**config.mk**
```make
export PLATFORM = sky130hd
export DESIGN_NAME = fifo_wr_arbiter
export DESIGN_NICKNAME = d
export VERILOG_FILES = /design/src/rtl/fifo_arb_pkg.sv /design/src/rtl/fifo_rr_pick.sv /design/src/rtl/fifo_wr_arbiter.sv
export SDC_FILE = /design/constraint.sdc
export NUM_CORES = 1
export LEC_CHECK = 0
export BUFFER_PORTS_ARGS = -buffer_cell sky130_fd_sc_hd__buf_2
export CORE_MARGIN = 2
export CORE_UTILIZATION = 46
export DETAILED_ROUTE_END_ITERATION = 6
export PLACE_DENSITY_LB_ADDON = 0.08
export SLEW_MARGIN = 20
export SYNTH_ARGS = -nofsm -noshare
export SYNTH_HDL_FRONTEND = slang
export SYNTH_SLANG_ARGS = --single-unit
```
**constraint.sdc**
```tcl
create_clock -name clk -period 4 [get_ports clk]
set_input_delay 0.8 -clock clk [delete_from_list [all_inputs] [get_ports clk]]
set_output_delay 0.8 -clock clk [all_outputs]
set_load 0.01 [all_outputs]
```
**src/rtl/fifo_arb_pkg.sv**
```systemverilog
// Shared types and defaults for the FIFO write-port arbiter.
// Holds the arbiter FSM state type and the pointer-width helper.
package fifo_arb_pkg;

    typedef enum logic [1:0] {
        IDLE   = 2'd0,
        ACTIVE = 2'd1,
        STALL  = 2'd2
    } arb_state_t;

    localparam int unsigned DEF_NUM_REQ    = 4;
    localparam int unsigned DEF_DATA_WIDTH = 16;

    // Width of a requester index; never narrower than one bit.
    function automatic int unsigned ptr_w(input int unsigned n);
        return (n > 2) ? $clog2(n) : 1;
    endfunction

endpackage

```
**src/rtl/fifo_rr_pick.sv**
```systemverilog
// Combinational rotate-priority picker: searches from i_ptr+1 upward, wrapping,
// and grants the first active request.
module fifo_rr_pick
    import fifo_arb_pkg::*;
#(
    parameter int unsigned NUM_REQ = DEF_NUM_REQ,
    parameter int unsigned PTR_W   = ptr_w(NUM_REQ)
) (
    input  logic [NUM_REQ-1:0] i_req,
    input  logic [PTR_W-1:0]   i_ptr,
    input  logic               i_en,
    output logic [NUM_REQ-1:0] o_grant,
    output logic [PTR_W-1:0]   o_idx
);

    logic             w_found;
    logic [PTR_W-1:0] w_j;

    always_comb begin
        o_grant = '0;
        o_idx   = '0;
        w_found = 1'b0;
        w_j     = '0;
        for (int k = 1; k <= int'(NUM_REQ); k++) begin
            w_j = PTR_W'((int'(i_ptr) + k) % int'(NUM_REQ));
            if (i_en && !w_found && i_req[w_j]) begin
                o_grant[w_j] = 1'b1;
                o_idx        = w_j;
                w_found      = 1'b1;
            end
        end
    end

endmodule

```
**src/rtl/fifo_wr_arbiter.sv**
```systemverilog
// Round-robin arbiter sharing one FIFO write port between NUM_REQ producers, with
// full throttling and wr_ack/overflow checking. Define FIFO_ARB_STATS_EN for counters.
module fifo_wr_arbiter
    import fifo_arb_pkg::*;
#(
    parameter int unsigned NUM_REQ    = DEF_NUM_REQ,
    parameter int unsigned DATA_WIDTH = DEF_DATA_WIDTH
) (
    input  logic                          clk,
    input  logic                          rst_n,
    input  logic                          arb_en,
    input  logic [NUM_REQ-1:0]            req_valid,
    input  logic [NUM_REQ*DATA_WIDTH-1:0] req_data,
    output logic [NUM_REQ-1:0]            req_ready,
    output logic                          fifo_wr_en,
    output logic [DATA_WIDTH-1:0]         fifo_data_in,
    input  logic                          fifo_full,
    input  logic                          fifo_almost_full,
    input  logic                          fifo_wr_ack,
    input  logic                          fifo_overflow,
    output logic [1:0]                    arb_state,
    output logic                          drop_err,
`ifdef FIFO_ARB_STATS_EN
    output logic [NUM_REQ*16-1:0]         grant_cnt,
    output logic [15:0]                   stall_cnt,
`endif
    input  logic                          clr_err
);

    localparam int unsigned PTR_W = ptr_w(NUM_REQ);

    arb_state_t              r_state;
    logic [PTR_W-1:0]        r_ptr;
    logic                    r_wr_en;
    logic [DATA_WIDTH-1:0]   r_data;
    logic                    r_pend;
    logic                    r_drop;

    logic                    w_can_write;
    logic                    w_any;
    logic                    w_xfer;
    logic                    w_lost;
    logic [NUM_REQ-1:0]      w_grant;
    logic [PTR_W-1:0]        w_idx;
    logic [DATA_WIDTH-1:0]   w_req_data [NUM_REQ];

    // A write already presented while almost_full will fill the FIFO, so hold off.
    assign w_can_write = arb_en && !fifo_full && !(fifo_almost_full && r_wr_en);
    assign w_any       = |req_valid;
    assign w_xfer      = |(req_valid & w_grant);
    assign w_lost      = r_pend && (!fifo_wr_ack || fifo_overflow);

    for (genvar g = 0; g < int'(NUM_REQ); g++) begin : g_unpack
        assign w_req_data[g] = req_data[g*DATA_WIDTH +: DATA_WIDTH];
    end

    // Reset also masks the combinational ready so nothing is accepted while held.
    fifo_rr_pick #(
        .NUM_REQ (NUM_REQ),
        .PTR_W   (PTR_W)
    ) u_pick (
        .i_req   (req_valid),
        .i_ptr   (r_ptr),
        .i_en    (w_can_write && rst_n),
        .o_grant (w_grant),
        .o_idx   (w_idx)
    );

    always_ff @(posedge clk or negedge rst_n) begin
        if (!rst_n) begin
            r_state <= IDLE;
        end else begin
            case (r_state)
                IDLE: begin
                    if (w_any) r_state <= w_can_write ? ACTIVE : STALL;
                end
                ACTIVE: begin
                    if (!w_any)            r_state <= IDLE;
                    else if (!w_can_write) r_state <= STALL;
                end
                STALL: begin
                    if (!w_any)           r_state <= IDLE;
                    else if (w_can_write) r_state <= ACTIVE;
                end
                default: r_state <= IDLE;
            endcase
        end
    end

    always_ff @(posedge clk or negedge rst_n) begin
        if (!rst_n) begin
            r_ptr   <= PTR_W'(NUM_REQ - 1);
            r_wr_en <= 1'b0;
            r_data  <= '0;
            r_pend  <= 1'b0;
            r_drop  <= 1'b0;
        end else begin
            r_wr_en <= w_xfer;
            r_pend  <= r_wr_en;
            if (w_xfer) begin
                r_data <= w_req_data[w_idx];
                r_ptr  <= w_idx;
            end
            if (w_lost)       r_drop <= 1'b1;
            else if (clr_err) r_drop <= 1'b0;
        end
    end

    assign req_ready    = w_grant;
    assign fifo_wr_en   = r_wr_en;
    assign fifo_data_in = r_data;
    assign arb_state    = r_state;
    assign drop_err     = r_drop;

`ifdef FIFO_ARB_STATS_EN
    logic [15:0] r_stall_cnt;

    for (genvar g = 0; g < int'(NUM_REQ); g++) begin : g_cnt
        logic [15:0] r_grant_cnt;
        always_ff @(posedge clk or negedge rst_n) begin
            if (!rst_n) begin
                r_grant_cnt <= '0;
            end else if (clr_err) begin
                r_grant_cnt <= '0;
            end else if (req_valid[g] && w_grant[g] && (r_grant_cnt != 16'hFFFF)) begin
                r_grant_cnt <= r_grant_cnt + 16'd1;
            end
        end
        assign grant_cnt[g*16 +: 16] = r_grant_cnt;
    end

    always_ff @(posedge clk or negedge rst_n) begin
        if (!rst_n) begin
            r_stall_cnt <= '0;
        end else if (clr_err) begin
            r_stall_cnt <= '0;
        end else if ((r_state == STALL) && (r_stall_cnt != 16'hFFFF)) begin
            r_stall_cnt <= r_stall_cnt + 16'd1;
        end
    end

    assign stall_cnt = r_stall_cnt;
`endif

endmodule

```
## Word level (Yosys, flattened, before mapping)

Cells that the tools add are included.

| cells by class | value |
|---|---|
| add/sub/neg operators | 4 |
| $lt $le $gt $ge | 9 |
| equality and inequality tests | 5 |
| multiplexer cells | 39 |
| bitwise logic cells | 5 |
| reductions and logical operators | 28 |

Operators with widths:

| kind | number |
|---|---|
| $bmux W16 S2 | 1 |
| $mux W16 | 2 |
| $mux W2 | 10 |
| $logic_and A1 B1 Y1 | 16 |
| $mux W4 | 4 |
| $mux W1 | 13 |
| $lt A2 B3 Y1 const B | 4 |
| $or A4 B4 Y4 | 3 |
| $bmux W1 S2 | 4 |
| $demux W1 S2 | 4 |
| $ge A2 B1 Y1 const B | 4 |
| $reduce_or A4 Y1 | 2 |
| $logic_not A1 Y1 | 6 |
| $ne A3 B3 Y1 const B | 2 |
| $pmux W2 S3 | 1 |
| $add A2 B1 Y2 const B | 2 |
| $add A2 B2 Y2 const B | 2 |
| $and A4 B4 Y4 | 1 |
| $ge A3 B3 Y1 const B | 1 |
| $not A2 Y3 | 1 |
| $reduce_and A3 Y1 | 1 |
| $eq A2 B1 Y1 const B | 1 |
| $eq A2 B2 Y1 const B | 1 |
| $logic_not A2 Y1 | 1 |
| 3 further kinds | 3 |

| storage, ports and cells | value |
|---|---|
| register bits after elaboration | 23 |
| word-level logic and storage cells | 96 |

## Logic depth before layout (Yosys ltp)

| depth | value |
|---|---|
| depth after elaboration | 22 |
| mapped depth | 13 |
| depth with buffers taken out | 9 |

## Modules after synthesis

A second synthesis with hierarchy kept.

| second synthesis, totals | value |
|---|---|
| cells, all modules | 130 |
| area, all modules | 1814.2 µm² |

Modules (own cells, without submodules):

| module | times used | cells an instance | area an instance (µm²) |
|---|---|---|---|
| fifo_wr_arbiter | 1 | 76 | 1327.5 |
| fifo_rr_pick | 1 | 54 | 486.7 |

## Worst setup path after synthesis

OpenSTA, ideal clock, no wires.

| timing | value |
|---|---|
| path type | register to register |
| start | register r_ptr[1] |
| end | register r_data[10], in the netlist fifo_data_in[10] |
| arrival | 3218 ps |
| data required time | 3875 ps |
| setup slack | 656 ps |
| stages on the path, launching flop included | 14 |
| path through | dfstp_2 > buf_2 > inv_1 > ha_1 > clkbuf_2 > mux4_2 > nor4_2 > o211a_1 > a221o_1 > and2_1 > a211o_1 > buf_6 > buf_12 > mux2_4 |

RTL lines:

| item | RTL line | RTL |
|---|---|---|
| start: declaration | fifo_wr_arbiter.sv:33 | `logic [PTR_W-1:0] r_ptr;` |
| start signal: assignment | fifo_wr_arbiter.sv:92 | `r_ptr <= PTR_W'(NUM_REQ - 1);` |
| start signal: assignment | fifo_wr_arbiter.sv:102 | `r_ptr <= w_idx;` |
| parallel branches: the longest is 16 deep, another holds $lt A2 B3 Y1 | -- |  |
| $mux W4 * | fifo_rr_pick.sv:26 | `if (i_en && !w_found && i_req[w_j]) begin` |
| named net req_ready[3] | fifo_wr_arbiter.sv:14 | `output logic [NUM_REQ-1:0] req_ready,` |
| $and A4 B4 Y4 * | fifo_wr_arbiter.sv:50 | `assign w_xfer = \|(req_valid & w_grant);` |
| $reduce_or A4 Y1 * | fifo_wr_arbiter.sv:50 |  |
| named net w_xfer | fifo_wr_arbiter.sv:41 | `logic w_xfer;` |
| end signal: assignment | fifo_wr_arbiter.sv:101 | `r_data <= w_req_data[w_idx];` |
| end: declaration | fifo_wr_arbiter.sv:35 | `logic [DATA_WIDTH-1:0] r_data;` |

Mark *: on every way through the listed nets, which the timed path passes. The select of a mux whose other input is x is not followed.
A chain may end at the register's enable or synchronous reset.

## Final worst setup path

| timing | value |
|---|---|
| start | register r_ptr[0] |
| end | output port req_ready[3] |

| on the way | value |
|---|---|
| longest elaborated chain between the ends | 17 |

RTL lines:

| item | RTL line |
|---|---|
| parallel branches: the longest is 16 deep, another holds $lt A2 B3 Y1 | -- |
| $mux W4 * | fifo_rr_pick.sv:26 |
| end: declaration | fifo_wr_arbiter.sv:14 |

Every way passes the cells marked *. The select of a mux whose other input is x is not followed.

==> results.json <==
{
  "outcome": "complete, no violations",
  "instances_no_fill": 321,
  "skew_ns": 0.00601,
  "grt_pass1_vias": 1643,
  "relSlewSlack_pct": 62.0,
  "power.density_nw_per_um2": 423,
  "drv_slew": 0,
  "worst_pin_slew_ns": 0.569,
  "drc_errors": 0,
  "initial_core_util_pct": 48.7,
  "core-area_um2": 4090,
  "ys_top_cells_by_area": "dfrtp_1 (26%), mux2i_1 (26%), mux2_4 (6.8%)",
  "clk_latency_ns": 0.26,
  "grt_max_degree": 27,
  "syn_area_um2": 1990,
  "post_cts_resized": 0,
  "seq_area_frac_synth_pct": 29.1,
  "setup_tns_ns": 0,
  "peakVddDrop_mv": 0.210,
  "n_antenna_cell": 0,
  "holdWs_ns": 0.421,
  "synth_compound_area_share_pct": 10.8,
  "rows": 23,
  "postCtsHoldBufs": 0,
  "worst_path_max_delay_cell": "dfstp_2",
  "fp.dieW_um": 69.8,
  "hpwl_um": 3440,
  "ys_ff_latch": 23,
  "fmax_mhz": 266,
  "dieArea_um2": 4870,
  "cts_tree": "yes",
  "grt_pass1_wl_um": 7380,
  "crit_required_ns": 3.20,
  "firstDrtPassIters": 4,
  "cp-start-kind": "flop",
  "rsz0062_at_grt": "false",
  "critPathMaxStageDelay_ns": 0.71,
  "ioPinCount": 100,
  "grt_use_total_pct": 18.0,
  "hold_viol_final": 0,
  "synth-async-reset-ratio_pct": 100,
  "htree_levels": 1,
  "numCtsBuffers": 3,
  "synth_cell_type_count": 40,
  "setup_viol": 0,
  "clockBufferDepth": 2,
  "cts-root-buf": "clkbuf_8",
  "antenna_found_initial": 0,
  "ant_nets": 0,
  "synthXorXnorAreaFrac_pct": 0,
  "wl_um": 4350,
  "synth-simple-area-share_pct": 6.23,
  "p_leak_uw": 0.00115,
  "synth_most_common_cell": "mux2i_1",
  "viasPerCell": 5.24,
  "synth_fp_nets": 262,
  "drive_gt1_share_pct": 50.2,
  "power_uw": 1070,
  "routabilityCongestion": 0.999,
  "synth_top_area_cell": "dfrtp_1",
  "netlist_instances": 178,
  "ys_top_cells_by_count": "mux2i_1 (52), dfrtp_1 (21), inv_1 (9), mux2_2 (9), mux2_4 (9)",
  "critical_path_class": "flop to primary output",
  "dp_cells": 317,
  "die_h_um": 69.8,
  "max_cap_viol_count": 0,
  "synth_ff_type": "dfrtp_1",
  "worstSetupEndpointType": "primary output",
  "wl_per_cell_um": 13.6,
  "synth_fa_ha_area_share_pct": 5.03,
  "cp_max_fo": 14,
  "portBuffers": 99,
  "min_period_ns": 3.75,
  "routed-via-count": 1682,
  "fin_nets": 356,
  "grt_overflow": 0,
  "hp-class": "flop to flop",
  "path_cells": "inv_1 -> ha_1 -> mux4_2 -> nor4_2 -> o211a_1 -> a221o_1 -> buf_2",
  "setup_slack_ns": 0.246,
  "synth-edff-count": 0,
  "synth_top_family_by_area": "multiplexers",
  "fin_crit_sh_pct": 93.9,
  "synth.top_cell.area_share_pct": 26.4,
  "drt_iter0_markers": 77,
  "syn_to_final_growth_pct": 27.7,
  "synth_mux_area_share_pct": 41.4,
  "avgSynthCellArea_um2": 11.2,
  "cts.clk_slew.worst_paths_ns": 0.08,
  "crit_arrival_ns": 2.95,
  "clock_sinks": 23,
  "synth_warnings": 0,
  "preCtsSetupSlack_ns": 0.514,
  "postCtsSetupRepairBufs": 0
}
[cells by family (layout without fill, tap and decap cells)]
kind of cell | after synthesis | in the layout
muxes | 73 | 73
buffers and inverters | 24 | 117
AOI/OAI and AO/OA | 29 | 29
adders and majority gates | 8 | 8
DFF | 23 | 23
and+or+nand+nor | 21 | 21
[through the flow]
| stage | cell area (µm²) | util [%] |
|---|---|---|
| after floorplan | 1990 | - |
| after global placement | 2490 | 61.1 |
| after detailed placement | 2490 | 61.1 |
| after CTS | 2540 | 62.2 |
| after global routing | 2540 | 62.2 |
| final | 2540 | 62.2 |
[cell type report]
type	count	area, µm²
inverter	10	37.5
timing repair buffer	103	538
multi-input combinational	131	1280
tap	50	62.6
clock buffer	4	45.0
sequential	23	578
fill	357	1550
[state kept, by name, summed over array words and instances (netlist names)]
signal and cells:
r_pend 1, r_ptr 2, fifo_wr_en 1, fifo_data_in 16, drop_err 1, arb_state 2
[worst max-delay path, delay by kind of cell, from the launching register on]
family,cells,cell delay [ns]
muxes,1,0.45
adders and majority gates,1,0.46
buffers and inverters,2,0.32
and+or+nand+nor,1,0.28
AOI/OAI and AO/OA,2,0.48
DFF,1,0.71
[final timing paths]
path | from | endpoint | slack [ns] | depth (start not counted)
hold / removal | fifo_wr_en$_DFF_PN0_ | r_pend$_DFF_PN0_ | 0.42 | 0
max in group asynchronous | rst_n | r_ptr[0]$_DFFE_PN1P_ | 3.19 | 2
setup reg to reg | r_ptr[0]$_DFFE_PN1P_ | fifo_data_in[12]$_DFFE_PN0P_ | 0.45 | 10
min in group asynchronous | rst_n | fifo_data_in[1]$_DFFE_PN0P_ | 0.54 | 2
setup / recovery | r_ptr[0]$_DFFE_PN1P_ | req_ready[3] | 0.25 | 7
hold reg to reg | fifo_wr_en$_DFF_PN0_ | r_pend$_DFF_PN0_ | 0.42 | 0
[metal layers]
layer  share of wire (%)  track usage [%]  up-vias
met5                   0                0        -
met4                0.32             3.21        0
met3                 4.2             2.47        2
met2                  50             32.2       47
met1                  45             23.3      788
li1                    -                -      845
[placed cells by master, fill, tap and decap left out, drive strengths merged, types with 4 or more instances in the layout]
master and instances:
a21oi 8, buf 103, clkbuf 4, dfrtp 21, ha 8, inv 10, mux2 18, mux2i 52
nand2 6, o21ai 4
[power breakdown]
group | internal, µW | leakage [µW] | switching [µW]
combinational | 286 | 0.000851 | 254
sequential | 329 | 0.000278 | 65.7
clock | 70.8 | 0.0000228 | 68.7
total | 685 | 0.00115 | 389
Power figures use the tool's default switching activity.
